`src/rtl/uart_host_pkg.sv`:
```
// Shared types, opcodes and frame-length helpers for the UART host command master.
package uart_host_pkg;

   typedef enum logic [1:0] {RF_WR, RF_RD, ALU_OP, ALU_NOP} cmd_type_t;

   localparam logic [7:0] OP_RF_WR   = 8'hAA;
   localparam logic [7:0] OP_RF_RD   = 8'hBB;
   localparam logic [7:0] OP_ALU_OP  = 8'hCC;
   localparam logic [7:0] OP_ALU_NOP = 8'hDD;

   typedef enum logic [1:0] {S_IDLE, S_SEND, S_WAIT_RSP} state_t;

   function automatic logic [2:0] frame_len(cmd_type_t t);
      logic [2:0] n;
      unique case (t)
         RF_WR:   n = 3'd3;
         RF_RD:   n = 3'd2;
         ALU_OP:  n = 3'd4;
         ALU_NOP: n = 3'd2;
         default: n = 3'd2;
      endcase
      return n;
   endfunction

   function automatic logic [1:0] rsp_len(cmd_type_t t);
      logic [1:0] n;
      unique case (t)
         RF_WR:   n = 2'd0;
         RF_RD:   n = 2'd1;
         ALU_OP:  n = 2'd2;
         ALU_NOP: n = 2'd2;
         default: n = 2'd0;
      endcase
      return n;
   endfunction

endpackage

```
`src/rtl/uart_host_cmd_master.sv`:
```
// Host-side UART command initiator: serializes RF/ALU command frames and
// collects LSB-first response bytes with an inter-byte timeout.
module uart_host_cmd_master
   import uart_host_pkg::*;
#(
   parameter int DATA_WID    = 8,
   parameter int ADDR_WID    = 4,
   parameter int TIMEOUT_CYC = 4096
) (
   input  logic                  CLK,
   input  logic                  RST,
   input  logic                  cmd_valid,
   output logic                  cmd_ready,
   input  logic [1:0]            cmd_type,
   input  logic [ADDR_WID-1:0]   cmd_addr,
   input  logic [DATA_WID-1:0]   cmd_data,
   input  logic [DATA_WID-1:0]   cmd_op_a,
   input  logic [DATA_WID-1:0]   cmd_op_b,
   input  logic [3:0]            cmd_fun,
   output logic [7:0]            tx_data,
   output logic                  tx_valid,
   input  logic                  tx_ready,
   input  logic [7:0]            rx_data,
   input  logic                  rx_valid,
   output logic [2*DATA_WID-1:0] rsp_data,
   output logic                  rsp_valid,
   output logic                  rsp_timeout,
   output logic                  busy
);

   localparam int CNT_W = $clog2(TIMEOUT_CYC);

   state_t                state_q, state_d;
   cmd_type_t             type_q, type_d;
   logic [7:0]            addr_q, addr_d;
   logic [7:0]            data_q, data_d;
   logic [7:0]            opa_q, opa_d;
   logic [7:0]            opb_q, opb_d;
   logic [7:0]            fun_q, fun_d;
   logic [1:0]            idx_q, idx_d;
   logic                  rxi_q, rxi_d;
   logic [CNT_W-1:0]      cnt_q, cnt_d;
   logic [2*DATA_WID-1:0] rsp_q, rsp_d;
   logic                  rvld_q, rvld_d;
   logic                  rto_q, rto_d;
   logic [7:0]            fbyte;

   always_ff @(posedge CLK or posedge RST) begin
      if (RST) begin
         state_q <= S_IDLE;
         type_q  <= RF_WR;
         addr_q  <= '0;
         data_q  <= '0;
         opa_q   <= '0;
         opb_q   <= '0;
         fun_q   <= '0;
         idx_q   <= '0;
         rxi_q   <= 1'b0;
         cnt_q   <= '0;
         rsp_q   <= '0;
         rvld_q  <= 1'b0;
         rto_q   <= 1'b0;
      end else begin
         state_q <= state_d;
         type_q  <= type_d;
         addr_q  <= addr_d;
         data_q  <= data_d;
         opa_q   <= opa_d;
         opb_q   <= opb_d;
         fun_q   <= fun_d;
         idx_q   <= idx_d;
         rxi_q   <= rxi_d;
         cnt_q   <= cnt_d;
         rsp_q   <= rsp_d;
         rvld_q  <= rvld_d;
         rto_q   <= rto_d;
      end
   end

   // Frame byte selected by the current byte index.
   always_comb begin
      fbyte = 8'h00;
      unique case (type_q)
         RF_WR:   fbyte = (idx_q == 2'd0) ? OP_RF_WR :
                          (idx_q == 2'd1) ? addr_q : data_q;
         RF_RD:   fbyte = (idx_q == 2'd0) ? OP_RF_RD : addr_q;
         ALU_OP:  fbyte = (idx_q == 2'd0) ? OP_ALU_OP :
                          (idx_q == 2'd1) ? opa_q :
                          (idx_q == 2'd2) ? opb_q : fun_q;
         ALU_NOP: fbyte = (idx_q == 2'd0) ? OP_ALU_NOP : fun_q;
         default: fbyte = 8'h00;
      endcase
   end

   always_comb begin
      state_d = state_q;
      type_d  = type_q;
      addr_d  = addr_q;
      data_d  = data_q;
      opa_d   = opa_q;
      opb_d   = opb_q;
      fun_d   = fun_q;
      idx_d   = idx_q;
      rxi_d   = rxi_q;
      cnt_d   = cnt_q;
      rsp_d   = rsp_q;
      rvld_d  = 1'b0;
      rto_d   = 1'b0;
      unique case (state_q)
         S_IDLE: begin
            if (cmd_valid) begin
               type_d  = cmd_type_t'(cmd_type);
               addr_d  = 8'(cmd_addr);
               data_d  = 8'(cmd_data);
               opa_d   = 8'(cmd_op_a);
               opb_d   = 8'(cmd_op_b);
               fun_d   = 8'(cmd_fun);
               idx_d   = 2'd0;
               rsp_d   = '0;
               state_d = S_SEND;
            end
         end
         S_SEND: begin
            if (tx_ready) begin
               if ({1'b0, idx_q} == frame_len(type_q) - 3'd1) begin
                  if (rsp_len(type_q) != 2'd0) begin
                     state_d = S_WAIT_RSP;
                     cnt_d   = '0;
                     rxi_d   = 1'b0;
                  end else begin
                     state_d = S_IDLE;
                     rvld_d  = 1'b1;
                  end
               end else begin
                  idx_d = idx_q + 2'd1;
               end
            end
         end
         S_WAIT_RSP: begin
            // A byte on the expiry cycle wins over the timeout.
            if (rx_valid) begin
               if (rxi_q) rsp_d[15:8] = rx_data;
               else       rsp_d[7:0]  = rx_data;
               cnt_d = '0;
               if ({1'b0, rxi_q} + 2'd1 == rsp_len(type_q)) begin
                  state_d = S_IDLE;
                  rvld_d  = 1'b1;
               end else begin
                  rxi_d = 1'b1;
               end
            end else if (cnt_q == CNT_W'(TIMEOUT_CYC - 1)) begin
               cnt_d   = '0;
               rto_d   = 1'b1;
               state_d = S_IDLE;
            end else begin
               cnt_d = cnt_q + 1'b1;
            end
         end
         default: state_d = S_IDLE;
      endcase
   end

   assign cmd_ready   = (state_q == S_IDLE);
   assign busy        = ~cmd_ready;
   assign tx_valid    = (state_q == S_SEND);
   assign tx_data     = tx_valid ? fbyte : 8'h00;
   assign rsp_data    = rsp_q;
   assign rsp_valid   = rvld_q;
   assign rsp_timeout = rto_q;

endmodule

```
`config.mk`:
```
export PLATFORM = sky130hd
export DESIGN_NAME = uart_host_cmd_master
export DESIGN_NICKNAME = d
export VERILOG_FILES = /design/src/rtl/uart_host_pkg.sv /design/src/rtl/uart_host_cmd_master.sv
export SDC_FILE = /design/constraint.sdc
export NUM_CORES = 1
export LEC_CHECK = 0
export BUFFER_PORTS_ARGS = -buffer_cell sky130_fd_sc_hd__buf_4
export CAP_MARGIN = 20
export CORE_ASPECT_RATIO = 1.1
export CORE_MARGIN = 10
export CORE_UTILIZATION = 59
export CTS_BUF_LIST = sky130_fd_sc_hd__clkbuf_4 sky130_fd_sc_hd__clkbuf_8 sky130_fd_sc_hd__clkbuf_16
export DETAILED_ROUTE_END_ITERATION = 8
export MAX_ROUTING_LAYER = met4
export PLACE_DENSITY = 0.85
export SETUP_SLACK_MARGIN = 0.05
export SYNTH_ARGS = -nofsm -noshare
export SYNTH_HDL_FRONTEND = slang
export SYNTH_SLANG_ARGS = --single-unit
```
`constraint.sdc`:
```
create_clock -name CLK -period 5.32 [get_ports CLK]
set_input_delay 0.798 -clock CLK [delete_from_list [all_inputs] [get_ports CLK]]
set_output_delay 0.798 -clock CLK [all_outputs]
set_load 0.05 [all_outputs]
```
==> results of run 1 <==
==> cell families (layout without fill, tap and decap cells) <==
kind of cell	count (synthesis)	in the layout	share of synthesized area
buf+inv	42	117	0.0504
flops	69	69	0.483
simple gates	98	98	0.135
mux	47	47	0.152
xor+xnor	1	1	0.00245
compound gates	83	83	0.152
fa+ha+maj	7	7	0.0245
==> sequential cells by signal, summed over array words and instances (netlist names) <==
name and cells:
opa_q 8, rxi_q 1, addr_q 4, rsp_timeout 1, idx_q 2, rsp_valid 1
type_q 2, cnt_q 12, state_q 2, data_q 8, opb_q 8, fun_q 4
rsp_data 16
==> synth_stat cells (all sizes together), types with 4 or more instances <==
cell type,instances
nand4,5
ha,7
inv,23
nand2b,7
o31ai,6
buf,10
nor3,5
nor2b,6
nand3,12
mux2i,5
nor2,13
o22ai,4
a22o,5
o21ai,35
mux2,40
and2,4
dfrtp,69
a21oi,11
clkbuf,9
nand2,38
==> critical path, cell delays in order, from the launching register on <==
cell	delay, ns
dfrtp_1	0.49
inv_1	0.19
ha_1	0.56
nor2b_1	0.23
a22o_1	0.28
a32oi_1	0.22
o21ai_1	0.10
and2_1	0.19
buf_4	0.18
==> stage by stage <==
| stage | cells | area [µm²] |
|---|---|---|
| floorplan | 347 | 3580 |
| global placement | 482 | 4160 |
| detailed placement | 482 | 4160 |
| CTS | 498 | 4350 |
| global route | 499 | 4360 |
| finish | 499 | 4360 |
==> layer usage <==
metal | up-vias | global-route usage
met1 | 1398 | 0.226
met5 | - | -
li1 | 1373 | -
met2 | 82 | 0.300
met4 | 0 | 0.0830
met3 | 16 | 0.0444
==> worst max-delay path by stage <==
| stage | startpoint | to | slack (ns) | depth (start not counted) |
|---|---|---|---|---|
| 2_1_floorplan | state_q[1] | tx_data[1] | 1.91 | 5 |
| 3_3_place_gp | idx_q[1] | tx_data[3] | 2.20 | 6 |
| 3_5_place_dp | idx_q[1] | tx_data[3] | 2.14 | 6 |
| 4_1_cts | idx_q[1] | tx_data[3] | 1.75 | 6 |
| 5_1_grt | idx_q[1] | tx_data[6] | 1.59 | 8 |
| 6_report | idx_q[1] | tx_data[6] | 1.74 | 8 |
==> cell usage in the layout (no fill, tap or decap), types with 2 or more instances in the layout <==
| cell type | count |
|---|---|
| nor2b_1 | 6 |
| inv_1 | 22 |
| o21ai_0 | 21 |
| ha_1 | 7 |
| a22o_1 | 5 |
| o41ai_1 | 2 |
| a21oi_1 | 11 |
| o21ai_1 | 14 |
| o21a_1 | 2 |
| o31ai_1 | 6 |
| nand4_1 | 5 |
| nand2_1 | 38 |
| clkbuf_8 | 10 |
| clkinv_2 | 4 |
| and2_1 | 4 |
| nand3_1 | 12 |
| mux2i_1 | 5 |
| nand2b_1 | 6 |
| and3_1 | 2 |
| mux4_2 | 2 |
| o22ai_1 | 4 |
| o211ai_1 | 3 |
| mux2_2 | 39 |
| nor2_1 | 13 |
| dfrtp_1 | 69 |
| a21boi_0 | 2 |
| buf_4 | 78 |
| nor3_1 | 5 |
| a22oi_1 | 3 |
==> cell type report <==
type	instances	area share
clock inverters	5	0.0115
flip-flops and latches	69	0.396
repair buffers	78	0.134
inverters	23	0.0198
well taps	77	0.0221
multi-input cells	236	0.383
clock buffers	11	0.0333
==> power breakdown <==
group	leakage [nW]	switching [mW]	internal, mW
sequential	0.877	0.193	0.730
clock	0.106	0.198	0.231
combinational	0.979	0.779	0.513
==> impl_metrics.csv, run 1 <==
group,metric,value,unit
grt,globalRouteOverflowTotal,0,
detailed_routing,routed_wl,8600,µm
clock_tree,clock_sinks,69,
grt,antenna_found_initial,0,
timing,setup_slack,1.74,ns
die,std_cell_rows,29,
die,start_util,0.612,
setup_path,required,4.52,ns
synth,syn-num-nets,401,
finish,fin_util,0.746,
die,io_pins,76,
job,maxCapViolCount,0,
detailed_routing,viasPerCell,5.75,
timing,clock_skew,0.00751,ns
grt,grt_pass1_vias,2934,
synth,async_flop_share,1.00,
finish,regArea,1730,µm²
synth,syn-cell-area,3580,µm²
timing,rsz0062_at_grt,"no",
timing,hold_viol,0,
clock_tree,cts-root-buf,"clkbuf_8",
power_and_ir_drop,power.density,606,nW/µm²
clock_tree,hold_buffers,0,
clock_tree,cts-buffers-inserted,9,
synth,synth_top_flop_cell,"dfrtp_1",
synth,netlist_top_cells_area,"dfrtp_1, mux2_2, nand2_1",
timing,worst_pin_slew,0.864,ns
finish,layout-area-overhead-vs-synth,21.9,%
timing,max_clock_freq,0.279,GHz
place,io_buffers,75,
setup_path,crit_type,"flip-flop to output pin",
synth,yosysTopAreaCellShare,0.483,
setup_path,startpoint_type,"flip-flop",
synth,yosys_warnings,0,
clock_tree,insertion_delay,0.35,ns
setup_path,r2r_end,"cnt_q[5]",
power_and_ir_drop,power.total,2.64,mW
place,pre_cts_slack,2.14,ns
finish,n_fill_cell,435,
synth,synth-edff-count,0,
finish,fin_nets,471,
run_status,status,"finished clean",
setup_path,end_kind,"output pin",
detailed_routing,wl_met1,3690,µm
detailed_routing,drtIter0Drc,178,
grt,grt.total_usage,0.190,
synth,ys_types,50,
clock_tree,cts_tree,"built",
detailed_routing,drt.antenna.violating_nets,0,
timing,min_period,3.58,ns
grt,grt_pass1_wl,14200,µm
timing,setup_viol,0,
detailed_routing,wire_per_inst,17.2,µm
finish,num_antenna_cells,0,
synth,ys_seq_elements,69,
timing,finalCritPeriodShare,0.673,
timing,slew_headroom,0.424,
detailed_routing,routed-via-count,2869,
die,dieArea,9580,µm²
worst_hold_path,hp-start,"rsp_data[5]",
timing,maxSlewViolCount,0,
setup_path,r2r-start,"state_q[0]",
synth,yosys.area.top_type,"dfrtp_1",
detailed_routing,firstDrtPassIters,4,
synth,syn_inst,347,
clock_tree,cts_setup_buffers,0,
setup_path,worstPathMaxFanout,15,
worst_hold_path,hold_end,"rsp_data[5]",
grt,grt_max_degree,70,
setup_path,rrSetupSlack,2.80,ns
place,dp_hpwl,6140,µm
detailed_routing,dr_wl_met2,4310,µm
synth,syn_avg_cell_area,10.3,µm²
clock_tree,cts.clk_slew.worst_paths,0.07,ns
worst_hold_path,hp-class,"flip-flop to flip-flop",
timing,setup_tns,0,ns
finish,multiInputGateArea,1670,µm²
clock_tree,clk_path_buf_depth,2,
die,die_h,102,µm
place,gp_congestion,0.816,
finish,drive_gt1_frac,0.336,
die,core,5840,µm²
power_and_ir_drop,ir_drop,0.428,mV
timing,hold-worst-slack,0.487,ns
die,die_x,94.2,µm
worst_hold_path,hold_depth,2,
detailed_routing,wl_met3,444,µm
clock_tree,cts-resized-gates,0,
setup_path,r2r_cells,6,
detailed_routing,drc,0,
detailed_routing,top_layer_used,"met4",
power_and_ir_drop,p_leak,1.96,nW
synth,seq_area_frac_synth,0.483,
clock_tree,htreeDepth,3,
setup_path,worstPathArrival,2.78,ns
(Power assumes the default switching activity.)
==> inputs of run 2 (changes only) <==
--- a/config.mk
+++ b/config.mk
@@ -9,11 +9,11 @@
 export CAP_MARGIN = 20
 export CORE_ASPECT_RATIO = 1.1
 export CORE_MARGIN = 10
-export CORE_UTILIZATION = 59
+export CORE_UTILIZATION = 55
 export CTS_BUF_LIST = sky130_fd_sc_hd__clkbuf_4 sky130_fd_sc_hd__clkbuf_8 sky130_fd_sc_hd__clkbuf_16
 export DETAILED_ROUTE_END_ITERATION = 8
 export MAX_ROUTING_LAYER = met4
-export PLACE_DENSITY = 0.85
+export PLACE_DENSITY = 0.8
 export SETUP_SLACK_MARGIN = 0.05
 export SYNTH_ARGS = -nofsm -noshare
 export SYNTH_HDL_FRONTEND = slang
==> constraint.sdc (replaced) <==
create_clock -name CLK -period 3.49 [get_ports CLK]
set_input_delay 0.5235 -clock CLK [delete_from_list [all_inputs] [get_ports CLK]]
set_output_delay 0.5235 -clock CLK [all_outputs]
set_load 0.05 [all_outputs]
==> impl_metrics.csv, run 2 (synthesis gave the netlist of run 1 again) <==
group,metric,value,unit
run_status,status,"finished clean",
detailed_routing,wire_per_inst,16.2,µm
timing,maxSlewViolCount,0,
finish,layout-area-overhead-vs-synth,23.7,%
clock_tree,cts-resized-gates,0,
clock_tree,cts_tree,"built",
die,core,6230,µm²
finish,fin_util,0.710,
setup_path,startpoint_type,"flip-flop",
setup_path,rrSetupSlack,1.09,ns
power_and_ir_drop,ir_drop,0.674,mV
job,maxCapViolCount,0,
grt,globalRouteOverflowTotal,0,
timing,clock_skew,0.00711,ns
detailed_routing,firstDrtPassIters,5,
die,start_util,0.574,
setup_path,r2r_cells,4,
clock_tree,htreeDepth,3,
setup_path,r2r_end,"cnt_q[10]",
timing,min_period,3.10,ns
timing,setup_tns,0,ns
finish,multiInputGateArea,1670,µm²
detailed_routing,drt.antenna.violating_nets,0,
place,io_buffers,75,
finish,n_fill_cell,476,
setup_path,required,2.97,ns
finish,regArea,1730,µm²
setup_path,worstPathArrival,2.57,ns
finish,drive_gt1_frac,0.343,
place,gp_congestion,0.857,
finish,stdcell_area,4430,µm²
detailed_routing,viasPerCell,5.61,
setup_path,r2r-start,"type_q[0]",
clock_tree,clk_path_buf_depth,2,
setup_path,worstPathMaxFanout,15,
detailed_routing,routed-via-count,2841,
clock_tree,cts_setup_buffers,0,
timing,slew_headroom,0.464,
grt,grt_max_degree,37,
grt,grt_pass1_vias,2894,
power_and_ir_drop,p_leak,1.99,nW
die,die_x,96.9,µm
clock_tree,cts-root-buf,"clkbuf_8",
place,place_inst,490,
timing,max_clock_freq,0.323,GHz
timing,worst_pin_slew,0.804,ns
timing,setup_viol,0,
finish,layout_commonest_cell,"buf_4",
place,dp_hpwl,6170,µm
setup_path,crit_type,"flip-flop to output pin",
setup_path,end_kind,"output pin",
finish,largest_register_ffs,16,
grt,antenna_found_initial,0,
timing,rsz0062_at_grt,"no",
worst_hold_path,hp-class,"input pin to asynchronous set/reset pin",
die,std_cell_rows,30,
finish,finalNonFillerCells,506,
timing,finalCritPeriodShare,0.887,
place,placed_area,4200,µm²
detailed_routing,drtIter0Drc,136,
finish,layout_common_cells,"buf_4, dfrtp_1, mux2_2, nand2_1, inv_1",
timing,hold-worst-slack,0.0557,ns
grt,grt_pass1_wl,13800,µm
grt,grt.total_usage,0.167,
clock_tree,hold_buffers,0,
die,die_h,105,µm
timing,hold_viol,0,
detailed_routing,routed_wl,8190,µm
detailed_routing,drc,0,
finish,num_antenna_cells,0,
clock_tree,clock_sinks,69,
clock_tree,insertion_delay,0.35,ns
power_and_ir_drop,power.density,929,nW/µm²
die,io_pins,76,
clock_tree,cts-buffers-inserted,9,
die,dieArea,10100,µm²
clock_tree,cts.clk_slew.worst_paths,0.07,ns
finish,fin_nets,475,
[run 2: changes by cell type in the layout (fill, tap and decap cells not counted)]
cell	before	now
bufinv_16	1	2
buf_4	78	82
inv_6	0	1
clkinv_4	0	1
clkinv_2	4	1
[run 2: worst max-delay path by stage]
stage | from | cells after the start | endpoint
floorplan | state_q[1] | 5 | tx_data[1]
global placement | idx_q[1] | 7 | tx_data[3]
detailed placement | idx_q[1] | 7 | tx_data[3]
CTS | idx_q[1] | 7 | tx_data[3]
global route | idx_q[1] | 9 | tx_data[4]
finish | idx_q[1] | 7 | tx_data[3]
[run 2: worst max-delay path, stage by stage (launching register included)]
cell and delay (ns):
dfrtp_1 0.51, inv_1 0.16, ha_1 0.21, buf_4 0.19, mux2_1 0.32, mux4_2 0.46, o21a_1 0.18, buf_4 0.19
[run 2: per-layer routing]
metal / track usage / up-vias / share of wire
met1: 0.202 / 1375 / 0.45
met3: 0.0408 / 16 / 0.043
li1: - / 1380 / -
met2: 0.259 / 70 / 0.48
met4: 0.0738 / 0 / 0.022
met5: - / - / 0
[run 2: per-stage QoR]
stage,worst slack [ns],total power [mW]
2_1_floorplan,0.354,2.84
5_1_grt,0.293,4.37
3_5_place_dp,0.774,3.39
6_report,0.395,4.11
4_1_cts,0.397,4.13
3_3_place_gp,0.858,3.32
[run 2: area by class of cell]
cell class | count | share of cell area
flip-flops and latches | 69 | 0.390
multi-input cells | 236 | 0.377
repair buffers | 82 | 0.139
clock buffers | 11 | 0.0328
well taps | 80 | 0.0226
inverters | 23 | 0.0195
clock inverters | 5 | 0.0187
[run 2: power by group]
part	internal (mW)	total [mW]	switching [mW]	leakage [nW]
Combinational	0.796	1.99	1.19	0.999
Clock	0.432	0.739	0.307	0.117
Sequential	1.11	1.38	0.270	0.877
Total	2.34	4.11	1.77	1.99
